File: src/rtl/vga_timing_monitor.sv
// Sink-side VGA timing monitor: measures line/frame lengths, tracks lock and recovers
// the visible-pixel coordinates from sampled hsync/vsync.
module vga_timing_monitor #(
  parameter int unsigned H_ACTIVE    = 640,
  parameter int unsigned H_SYNC      = 96,
  parameter int unsigned H_BP        = 48,
  parameter int unsigned H_TOTAL     = 800,
  parameter int unsigned V_ACTIVE    = 480,
  parameter int unsigned V_SYNC      = 2,
  parameter int unsigned V_BP        = 33,
  parameter int unsigned V_TOTAL     = 525,
  parameter bit          SYNC_POL    = 1'b0,
  parameter int unsigned LOCK_FRAMES = 2
) (
  input  logic       clk,
  input  logic       rst_n,
  input  logic       pixel_ce,
  input  logic       hsync_in,
  input  logic       vsync_in,
  input  logic [2:0] pixel_in,
  output logic [9:0] x,
  output logic [9:0] y,
  output logic       pixel_valid,
  output logic [2:0] pixel_out,
  output logic       frame_start,
  output logic       locked,
  output logic       timing_err,
  output logic [9:0] h_meas,
  output logic [9:0] v_meas
);

  localparam logic [9:0] HStart  = 10'(H_SYNC + H_BP);
  localparam logic [9:0] HEnd    = 10'(H_SYNC + H_BP + H_ACTIVE - 1);
  localparam logic [9:0] VStart  = 10'(V_SYNC + V_BP);
  localparam logic [9:0] VEnd    = 10'(V_SYNC + V_BP + V_ACTIVE - 1);
  localparam logic [9:0] HTot    = 10'(H_TOTAL);
  localparam logic [9:0] VTot    = 10'(V_TOTAL);
  localparam logic [9:0] CntMax  = 10'h3ff;
  localparam logic [2:0] LockCnt = 3'(LOCK_FRAMES);

  typedef enum logic [1:0] {StSearch, StTrack, StLocked} state_e;

  state_e     state_q, state_d;
  logic       hs_q, vs_q;
  logic [9:0] h_cnt_q, h_cnt_d, v_cnt_q, v_cnt_d;
  logic [9:0] h_inc, v_inc;
  logic       h_armed_q, h_armed_d, v_armed_q, v_armed_d;
  logic [2:0] good_q, good_d, good_inc;
  logic       hs_edge, vs_edge, err, active;

  always_comb begin
    hs_edge  = pixel_ce && (hsync_in == SYNC_POL) && (hs_q != SYNC_POL);
    vs_edge  = pixel_ce && (vsync_in == SYNC_POL) && (vs_q != SYNC_POL);
    // Saturating increments double as the measured length on an edge.
    h_inc    = (h_cnt_q == CntMax) ? CntMax : h_cnt_q + 10'd1;
    v_inc    = (v_cnt_q == CntMax) ? CntMax : v_cnt_q + 10'd1;
    h_cnt_d  = hs_edge ? 10'd0 : h_inc;
    v_cnt_d  = vs_edge ? 10'd0 : (hs_edge ? v_inc : v_cnt_q);
    err      = (hs_edge && h_armed_q && (h_inc != HTot)) ||
               (vs_edge && v_armed_q && (v_inc != VTot));
    good_inc = good_q + 3'd1;

    state_d = state_q;
    good_d  = good_q;
    if (err) begin
      state_d = StSearch;
      good_d  = 3'd0;
    end else if (vs_edge) begin
      unique case (state_q)
        StSearch: begin
          state_d = StTrack;
          good_d  = 3'd0;
        end
        StTrack: begin
          if (good_inc >= LockCnt) state_d = StLocked;
          else                     good_d  = good_inc;
        end
        default: state_d = state_q;
      endcase
    end

    // Any error re-enters search, so the next edge of each sync only restarts counting.
    h_armed_d = err ? 1'b0 : (h_armed_q | hs_edge);
    v_armed_d = err ? 1'b0 : (v_armed_q | vs_edge);

    active = (state_d == StLocked) && (h_cnt_d >= HStart) && (h_cnt_d <= HEnd) &&
             (v_cnt_d >= VStart) && (v_cnt_d <= VEnd);
  end

  always_ff @(posedge clk or negedge rst_n) begin
    if (!rst_n) begin
      state_q     <= StSearch;
      hs_q        <= ~SYNC_POL;
      vs_q        <= ~SYNC_POL;
      h_cnt_q     <= '0;
      v_cnt_q     <= '0;
      h_armed_q   <= 1'b0;
      v_armed_q   <= 1'b0;
      good_q      <= '0;
      x           <= '0;
      y           <= '0;
      pixel_valid <= 1'b0;
      pixel_out   <= '0;
      frame_start <= 1'b0;
      locked      <= 1'b0;
      timing_err  <= 1'b0;
      h_meas      <= '0;
      v_meas      <= '0;
    end else if (pixel_ce) begin
      state_q     <= state_d;
      hs_q        <= hsync_in;
      vs_q        <= vsync_in;
      h_cnt_q     <= h_cnt_d;
      v_cnt_q     <= v_cnt_d;
      h_armed_q   <= h_armed_d;
      v_armed_q   <= v_armed_d;
      good_q      <= good_d;
      pixel_valid <= active;
      pixel_out   <= pixel_in;
      frame_start <= active && (h_cnt_d == HStart) && (v_cnt_d == VStart);
      locked      <= (state_d == StLocked);
      timing_err  <= err;
      if (active) begin
        x <= h_cnt_d - HStart;
        y <= v_cnt_d - VStart;
      end
      if (hs_edge && h_armed_q) h_meas <= h_inc;
      if (vs_edge && v_armed_q) v_meas <= v_inc;
    end else begin
      pixel_valid <= 1'b0;
      frame_start <= 1'b0;
      timing_err  <= 1'b0;
    end
  end

endmodule

File: config.mk
export PLATFORM = sky130hd
export DESIGN_NAME = vga_timing_monitor
export DESIGN_NICKNAME = d
export VERILOG_FILES = /design/src/rtl/vga_timing_monitor.sv
export SDC_FILE = /design/constraint.sdc
export NUM_CORES = 1
export LEC_CHECK = 0
export CORE_MARGIN = 8
export CORE_UTILIZATION = 54
export CTS_CLUSTER_SIZE = 28
export DETAILED_ROUTE_END_ITERATION = 10
export PLACE_DENSITY = 0.76
export SYNTH_ARGS = -nofsm -noshare
export SYNTH_HDL_FRONTEND = slang
export SYNTH_SLANG_ARGS = --single-unit
File: constraint.sdc
create_clock -name clk -period 3.9 [get_ports clk]
set_input_delay 0.78 -clock clk [delete_from_list [all_inputs] [get_ports clk]]
set_output_delay 0.78 -clock clk [all_outputs]
set_load 0.01 [all_outputs]
# After elaboration in Yosys (flattened, before gate mapping)
# Cells that the tools add are included.
# Widths: inputs -> output; s select.
dict set report word_totals {
  regBits 76
  output_inout_bits 47
  elab_cells 80
}
dict set report classes {
  addsub 5
  magnitude_cmp 5
  n_eq_ne 9
  mux 18
  bitwise 4
  reduce_logical 22
}
# op count
set op_table {}
lappend op_table {{$mux 10} 5}
lappend op_table {{$add 10x1->10 const B} 2}
lappend op_table {{$eq 10x10->1 const B} 2}
lappend op_table {{$le 10x10->1 const B} 2}
lappend op_table {{$ne 10x10->1 const B} 2}
lappend op_table {{$logic_and 1x1->1} 14}
lappend op_table {{$eq 10x6->1 const B} 1}
lappend op_table {{$eq 10x8->1 const B} 1}
lappend op_table {{$ge 10x6->1 const B} 1}
lappend op_table {{$ge 10x8->1 const B} 1}
lappend op_table {{$sub 10x6->10 const B} 1}
lappend op_table {{$sub 10x8->10 const B} 1}
lappend op_table {{$mux 3} 3}
lappend op_table {{$mux 2} 3}
lappend op_table {{$pmux 3 s2} 1}
lappend op_table {{$reduce_and 2->1} 3}
lappend op_table {{$mux 1} 5}
lappend op_table {{$pmux 2 s2} 1}
lappend op_table {{$reduce_and 4->1} 1}
lappend op_table {{$add 3x1->3 const B} 1}
lappend op_table {{$ge 3x2->1 const B} 1}
lappend op_table {{$ne 3x3->1 const B} 1}
lappend op_table {{$reduce_bool 3->1} 1}
lappend op_table {{$eq 2x1->1 const B} 1}
lappend op_table {{other kinds (6)} 8}

# Longest topological paths before layout
# Gate-level depths: netlist (run 1).
dict set report logic_depth {
  ltp_word 15
  mapped_depth 14
  ltp_nobuf 12
}

# Least setup slack after synthesis (run 1)
# OpenSTA, ideal clock, no wires.
dict set report synth_path {
  path_kind {reg-to-reg}
  from {register h_cnt_q[0]}
  to {register x[0]}
  arrival_ns 3.204
  setup_slack_ns 0.571
  path_stages_with_launch 14
  period_less_slack_ns 3.329
  path_cell_list {dfrtp_1 ha_1 and4_1 nand2b_1 or2_2 o21ai_0 nand2_1 inv_1 ha_1 o21ai_0 or4_1 a2111o_1 buf_6 mux2_4}
}
# item line_no
set synth_lines {}
lappend synth_lines {{start: declaration} 45} ;# logic [9:0] h_cnt_q, h_cnt_d, v_cnt_q, v_cnt_d;
lappend synth_lines {{start signal: assignment} 113} ;# h_cnt_q <= h_cnt_d;
lappend synth_lines {{$add 10x1->10 / $eq 10x10->1 (equally long branches)} 55} ;# h_inc = (h_cnt_q == CntMax) ? CntMax : h_cnt_q + 10'd1;
lappend synth_lines {{$mux 10 (*)} 55}
lappend synth_lines {{$mux 10 (*)} 57} ;# h_cnt_d = hs_edge ? 10'd0 : h_inc;
lappend synth_lines {{named net h_cnt_d[4]} 45}
lappend synth_lines {{$ge 10x8->1} 86} ;# active = (state_d == StLocked) && (h_cnt_d >= HStart) && (h_cnt_d <= HEnd) &&
lappend synth_lines {{$logic_and 1x1->1} 86}
lappend synth_lines {{$logic_and 1x1->1 (*) (2 in series)} 86}
lappend synth_lines {{$logic_and 1x1->1 (*)} 87} ;# (v_cnt_d >= VStart) && (v_cnt_d <= VEnd);
lappend synth_lines {{$reduce_and 2->1 (no source line) (*)} --}
lappend synth_lines {{end signal: assignment} 124} ;# x <= h_cnt_d - HStart;
lappend synth_lines {{end: declaration} 21} ;# output logic [9:0] x,
# Mark *: on every way through the listed nets, which the timed path passes. The rest lies on a longest branch.
# A chain may end at the register's enable or synchronous reset.

# Worst setup path after layout (run 1)
dict set report layout_path {
  from {register h_cnt_q[0]}
  to {register y[6]}
}
# item line_no
set layout_lines {}
lappend layout_lines {{$add 10x1->10 / $eq 10x10->1 (equally long branches)} 55}
lappend layout_lines {{$mux 10 (*)} 55}
lappend layout_lines {{$mux 10 (*)} 57}
lappend layout_lines {{named net h_cnt_d[4]} 45}
lappend layout_lines {{$ge 10x8->1} 86}
lappend layout_lines {{$logic_and 1x1->1} 86}
lappend layout_lines {{$logic_and 1x1->1 (*) (2 in series)} 86}
lappend layout_lines {{$logic_and 1x1->1 (*)} 87}
lappend layout_lines {{$reduce_and 2->1 (no source line) (*)} --}
lappend layout_lines {{end signal: assignment} 125} ;# y <= v_cnt_d - VStart;
lappend layout_lines {{end: declaration} 22} ;# output logic [9:0] y,
# Marked as above.

==> out/results.ini, run 1 <==
[outcome]
outcome = complete, no violations

[finish]
fin_cells = 585
finish.utilization_pct = 67.1
multi_input_area_sq_um = 2090
antenna_cells = 0
fill_cells = 639
area_delta_synth_final_pct = 21.9
num-nets-final = 494
regArea_sq_um = 1900
drive_above_1_share_pct = 15.9

[worst_hold_path]
holdPathEnd = h_meas[0]
min-delay-start = h_meas[0]
worst_hold_path.num_cells = 1
min_path_type = reg2reg

[sta]
drv_slew = 0
worst_pin_slew_ns = 0.928
timing.final.crit_period_ns = 3.67
fin_skew_ns = 0.00836
whs_ns = 0.477
rsz0062_at_grt = false
slew_headroom_pct = 38.2
hold_viol = 0
fmax_mhz = 273
tns_ns = 0
setup_viol = 0
period_share_pct = 94.0

[power]
p_total_w = 0.00308
power_density_nw_per_um2 = 604
power.internal_w = 0.00204
p_leak_nw = 2.32
p_switching_w = 0.00104
clkPwrFrac_pct = 20.3
switching_share_pct = 33.9
pwr-share-seq_pct = 39.7
ir_drop_mv = 0.368
comb_power_share_pct = 40.1

[synthesis]
synth_top_area_share_pct = 44.2
synth_top_area_cell = dfrtp_1
synth_warnings = 0
synthesis.area_sq_um = 4190
synth_cells = 418
synthesis.nets = 434
synthTopCellsByArea = dfrtp_1 44%, mux2_4 5.4%, mux2_2 3.5%, xnor2_1 3.3%, nand2_1 3.0%
synth_area_per_cell_sq_um = 10.0
async_flop_share_pct = 100
ys_seq_elements = 76
ys_types = 65
synth_edf_count = 0
seq_area_frac_synth_pct = 45.5
synth_flop_cell = dfrtp_1

[detailed_routing]
drtAntennaViolNets = 0
drtPass1Iterations = 5
avgViaCountPerCell = 5.77
num_vias = 3378
routed_wl_mm = 9.73
route.detailed.drc = 0
avgRoutedWirePerCell_um = 16.6
drtIter0Drc = 288

[cts]
cts_tree = done
post-cts-setup-buffers = 0
cts.clk_slew.worst_paths_ns = 0.08
clock_path_buffers = 2
cts.sinks = 76
cts_max_level = 3
numCtsBuffers = 9
cts_root_buf = clkbuf_8
clk_latency_ns = 0.35

[placed_design]
dpl.hpwl_mm = 7.15
dp.cells = 569
place_congestion = 0.921
io_buffer_count = 54

[global_route]
antenna_found_initial = 0
grt-ovfl-total = 0
grt_max_degree = 77
grt_usage_pct = 18.8
grt_pass1_vias = 3353
grt_pass1_wl_mm = 16.9

[setup_path]
critPathRequiredTime_ns = 4.14
regToRegSetupSlack_ns = 0.23
critical_path_class = reg2reg
crit_path_end_kind = register
worstPathArrival_ns = 3.90
crit_fanout = 22
timing.rr.start = h_cnt_q[0]
r2r_end = y[6]
r2r_cells = 13
start_kind = register

[job]
timing.max_cap.violations = 0

[floorplanning]
core_area_sq_um = 7610
initial_utilization_pct = 55.0
fp.dieArea_sq_um = 10800
die_x_um = 104
io_pins = 55
row_count = 32
die_h_um = 104

cell families after synthesis:
family          after synthesis  share of synthesized area, %
simple gates                143                          18.1
xor+xnor                     18                          3.77
buf+inv                      45                          4.66
compound gates               91                          14.6
flops                        76                          45.5
fa+ha+maj                     8                          2.39
mux                          37                          11.0
layout by cell type (no fill, tap or decap), drive strengths merged, types with 5 or more instances in the layout:
cell / netlist / layout
nand3: 11 / 11
o31ai: 6 / 6
xnor2: 16 / 16
nand2: 35 / 35
dfrtp: 74 / 74
o21ai: 20 / 20
clkbuf: 13 / 11
nand2b: 7 / 7
mux2: 28 / 28
o211ai: 5 / 5
ha: 8 / 8
a31oi: 12 / 12
and3: 6 / 6
clkdlybuf4s50: 0 / 53
a21oi: 20 / 20
inv: 22 / 23
nor3: 12 / 12
nor4: 5 / 5
mux2i: 9 / 9
buf: 10 / 19
and4: 5 / 5
nor2: 34 / 34
power by group through the flow:
stage / sequential [W] / combinational, W / clock, W
final: 0.00122 / 0.00124 / 0.000624
after global routing: 0.00126 / 0.00136 / 0.000672
after CTS: 0.00122 / 0.00125 / 0.000638
after detailed placement: 0.00124 / 0.00124 / 0
after global placement: 0.00122 / 0.00122 / 0
after floorplan: 0.00128 / 0.000619 / 0
routing by layer:
layer / share of wire [%] / vias up / routed length (um) / global-route usage (%)
met5: 0 / - / 0 / 0
met1: 48 / 1625 / 4640 / 25.7
met3: 5.5 / 21 / 533 / 4.15
met2: 44 / 114 / 4310 / 27.6
li1: - / 1618 / - / -
met4: 2.5 / 0 / 246 / 8.58
area by class of cell:
cell class | instances | area share (%)
multi-input combinational | 297 | 41.0
clock buffer | 11 | 2.97
timing repair buffer | 72 | 13.4
tap | 102 | 2.50
inverter | 22 | 1.62
sequential | 76 | 37.3
clock inverter | 5 | 1.15
cells in the mapped netlist, types with 3 or more instances:
library cell	number
nand3b_1	3
a21o_1	4
o21ai_0	18
nand3_1	10
mux2_2	13
and3b_1	3
dfrtp_1	74
o211ai_1	3
inv_1	21
mux2_4	15
buf_2	6
nand2b_1	7
nand4_1	4
o31ai_1	6
nor2_1	34
or3_1	3
and4_1	5
nand2_1	34
ha_1	8
o21a_1	3
a31oi_1	12
clkbuf_1	13
o311ai_0	3
a21oi_1	20
xnor2_1	16
or2_2	3
nor4_1	4
mux2i_1	9
and3_1	6
nor3_1	11
sequential cells by signal, indices dropped and copies added (netlist names):
name,cells
v_meas,10
y,10
vs_q,1
locked,1
x,10
h_meas,10
v_armed_q,1
h_cnt_q,10
state_q,2
pixel_valid,1
h_armed_q,1
v_cnt_q,10
frame_start,1
hs_q,1
pixel_out,3
good_q,3
timing_err,1
per-stage QoR:
step                      worst slack, ns  area, sq um
after floorplan                     0.571         4190
after global placement              0.118         4890
after detailed placement          -0.0203         4890
after CTS                           0.216         5100
after global routing               0.0664         5100
final                               0.235         5100
worst max-delay path, cell delays in order (launching register included):
cell	delay, ns
dfrtp_1	0.36
ha_1	0.28
and4_1	0.34
nand2b_1	0.12
or2_2	0.34
o21ai_0	0.15
nand2_1	0.16
inv_1	0.11
ha_1	0.14
o21ai_0	0.06
or4_1	0.45
a2111o_1	0.43
buf_4	0.26
mux2_4	0.34
how the worst max path moves through the flow:
stage | slack, ns | depth (start not counted) | endpoint | from
floorplan | 0.57 | 13 | x[0] | h_cnt_q[0]
global placement | 0.12 | 12 | y[7] | hsync_in
detailed placement | -0.02 | 14 | y[9] | hsync_in
CTS | 0.22 | 12 | y[6] | v_cnt_q[1]
global route | 0.07 | 13 | x[8] | h_cnt_q[0]
finish | 0.23 | 13 | y[6] | h_cnt_q[0]
what timing repair did:
action / CTS / global route
endpoints found under the setup margin: 0 / 5
resized for setup: 0 / 1
hold buffers: 0 / 0
hold endpoints to repair: 0 / 0
(Power assumes the default switching activity.)
==> run 2: changes to the inputs <==
- clock period: 3.9 -> 4.24 ns (I/O delays scaled with it)
==> run 2 against run 1 <==
- hold slack gained 0.0025 ns
- sequential power shrank 6%
- via count shrank 0.68%
==> out/results.ini, run 2 (same netlist as run 1, synthesis figures left out) <==
[sta]
rsz0062_at_grt = false
tns_ns = 0
whs_ns = 0.480
period_share_pct = 93.1
slew_headroom_pct = 37.8
setup_viol = 0
hold_viol = 0
timing.final.crit_period_ns = 3.95
fmax_mhz = 253
fin_ws_ns = 0.291
worst_pin_slew_ns = 0.933
fin_skew_ns = 0.0138
drv_slew = 0

[worst_hold_path]
min_path_type = reg2reg

[detailed_routing]
avgRoutedWirePerCell_um = 17.2
num_vias = 3355
drtAntennaViolNets = 0
drtIter0Drc = 234
routed_wl_mm = 9.92
route.detailed.drc = 0
avgViaCountPerCell = 5.83
drtPass1Iterations = 5

[finish]
fill_cells = 622
multi_input_area_sq_um = 2090
drive_above_1_share_pct = 14.2
antenna_cells = 0
mostFrequentLayoutCells = 74 x dfrtp_1, 53 x clkdlybuf4s50_1, 34 x nand2_1
regArea_sq_um = 1900
fin_area_sq_um = 5020
num-nets-final = 484
area_delta_synth_final_pct = 20.1
mostFrequentLayoutCell = dfrtp_1

[placed_design]
dpl_cell_area_sq_um = 4800
io_buffer_count = 54
post-place-ws_ns = 0.146
place_congestion = 0.904
dpl.hpwl_mm = 7.09

[global_route]
grt_max_degree = 77
grt_usage_pct = 18.8
antenna_found_initial = 0
grt-ovfl-total = 0
grt_pass1_wl_mm = 17.0
grt_pass1_vias = 3383

[setup_path]
path_delay_family = simple AND/OR/NAND/NOR gates
slowest_stage = dfrtp_1
worstPathArrival_ns = 4.19
critPathBufInv = 2
crit_path_end_kind = register
crit_fanout = 22
critical_path_class = reg2reg
path_cells = ha_1 > and4_1 > nand2b_1 > or2_2 > o21ai_0 > nand2_1 > inv_1 > ha_1 > o21ai_0 > or4_1 > a2111o_1 > buf_4 > mux2_4
start_kind = register
max_stage_delay_ns = 0.50
critPathRequiredTime_ns = 4.48

[cts]
cts_root_buf = clkbuf_8
ctsResizeCount = 0
cts.sinks = 76
cts_tree = done
clock_path_buffers = 2
clk_latency_ns = 0.35
cts.clk_slew.worst_paths_ns = 0.09
numCtsBuffers = 9
cts_max_level = 3
hold_buffers = 0
post-cts-setup-buffers = 0

[floorplanning]
core_area_sq_um = 7610
row_count = 32
fp.dieArea_sq_um = 10800
io_pins = 55
initial_utilization_pct = 55.0
die_h_um = 104
die_x_um = 104

[power]
power_density_nw_per_um2 = 567
p_total_w = 0.00285
p_leak_nw = 2.28
ir_drop_mv = 0.312

[job]
timing.max_cap.violations = 0

[outcome]
outcome = complete, no violations

==> run 2: layer usage <==
metal	part of all wire, %	up-vias	GRT usage, %
met5	0	-	0
met2	45	124	28.3
met1	47	1617	25.7
li1	-	1598	-
met4	2.1	0	8.48
met3	5.9	16	3.53
==> run 2: final timing paths <==
path                            cells past startpoint  slack (ns)          to       start
worst max-delay path                               13        0.29        y[7]  h_cnt_q[0]
worst min-delay path                                2        0.48   v_meas[9]   v_meas[9]
min in group asynchronous                           1        0.61        y[6]       rst_n
worst min register to register                      2        0.48   v_meas[9]   v_meas[9]
worst max register to register                     13        0.29        y[7]  h_cnt_q[0]
max in group asynchronous                           1        2.99  h_cnt_q[7]       rst_n
==> run 2: power breakdown <==
group          internal (W)  switching, W
Combinational      0.000594      0.000491
Sequential         0.000949      0.000196
Clock              0.000335      0.000281
==> run 2: cell type report <==
class / instances / share of cell area [%]
timing repair buffer: 62 / 11.9
multi-input combinational: 297 / 41.6
tap: 102 / 2.54
clock buffer: 9 / 2.47
sequential: 76 / 37.9
inverter: 22 / 1.64
clock inverter: 7 / 1.99
==> run 2: worst register-to-register path, stage by stage (launching register included) <==
cell and delay (ns):
dfrtp_1 0.50, ha_1 0.31, and4_1 0.33, nand2b_1 0.13, or2_2 0.34, o21ai_0 0.15
nand2_1 0.19, inv_1 0.13, ha_1 0.15, o21ai_0 0.08, or4_1 0.46, a2111o_1 0.44
buf_4 0.27, mux2_4 0.35
==> run 2: per-stage QoR <==
stage                     std cells  utilization (%)
after floorplan                 418                -
after global placement          559             63.1
after detailed placement        559             63.1
after CTS                       575             66.0
after global routing            575             66.1
final                           575             66.1
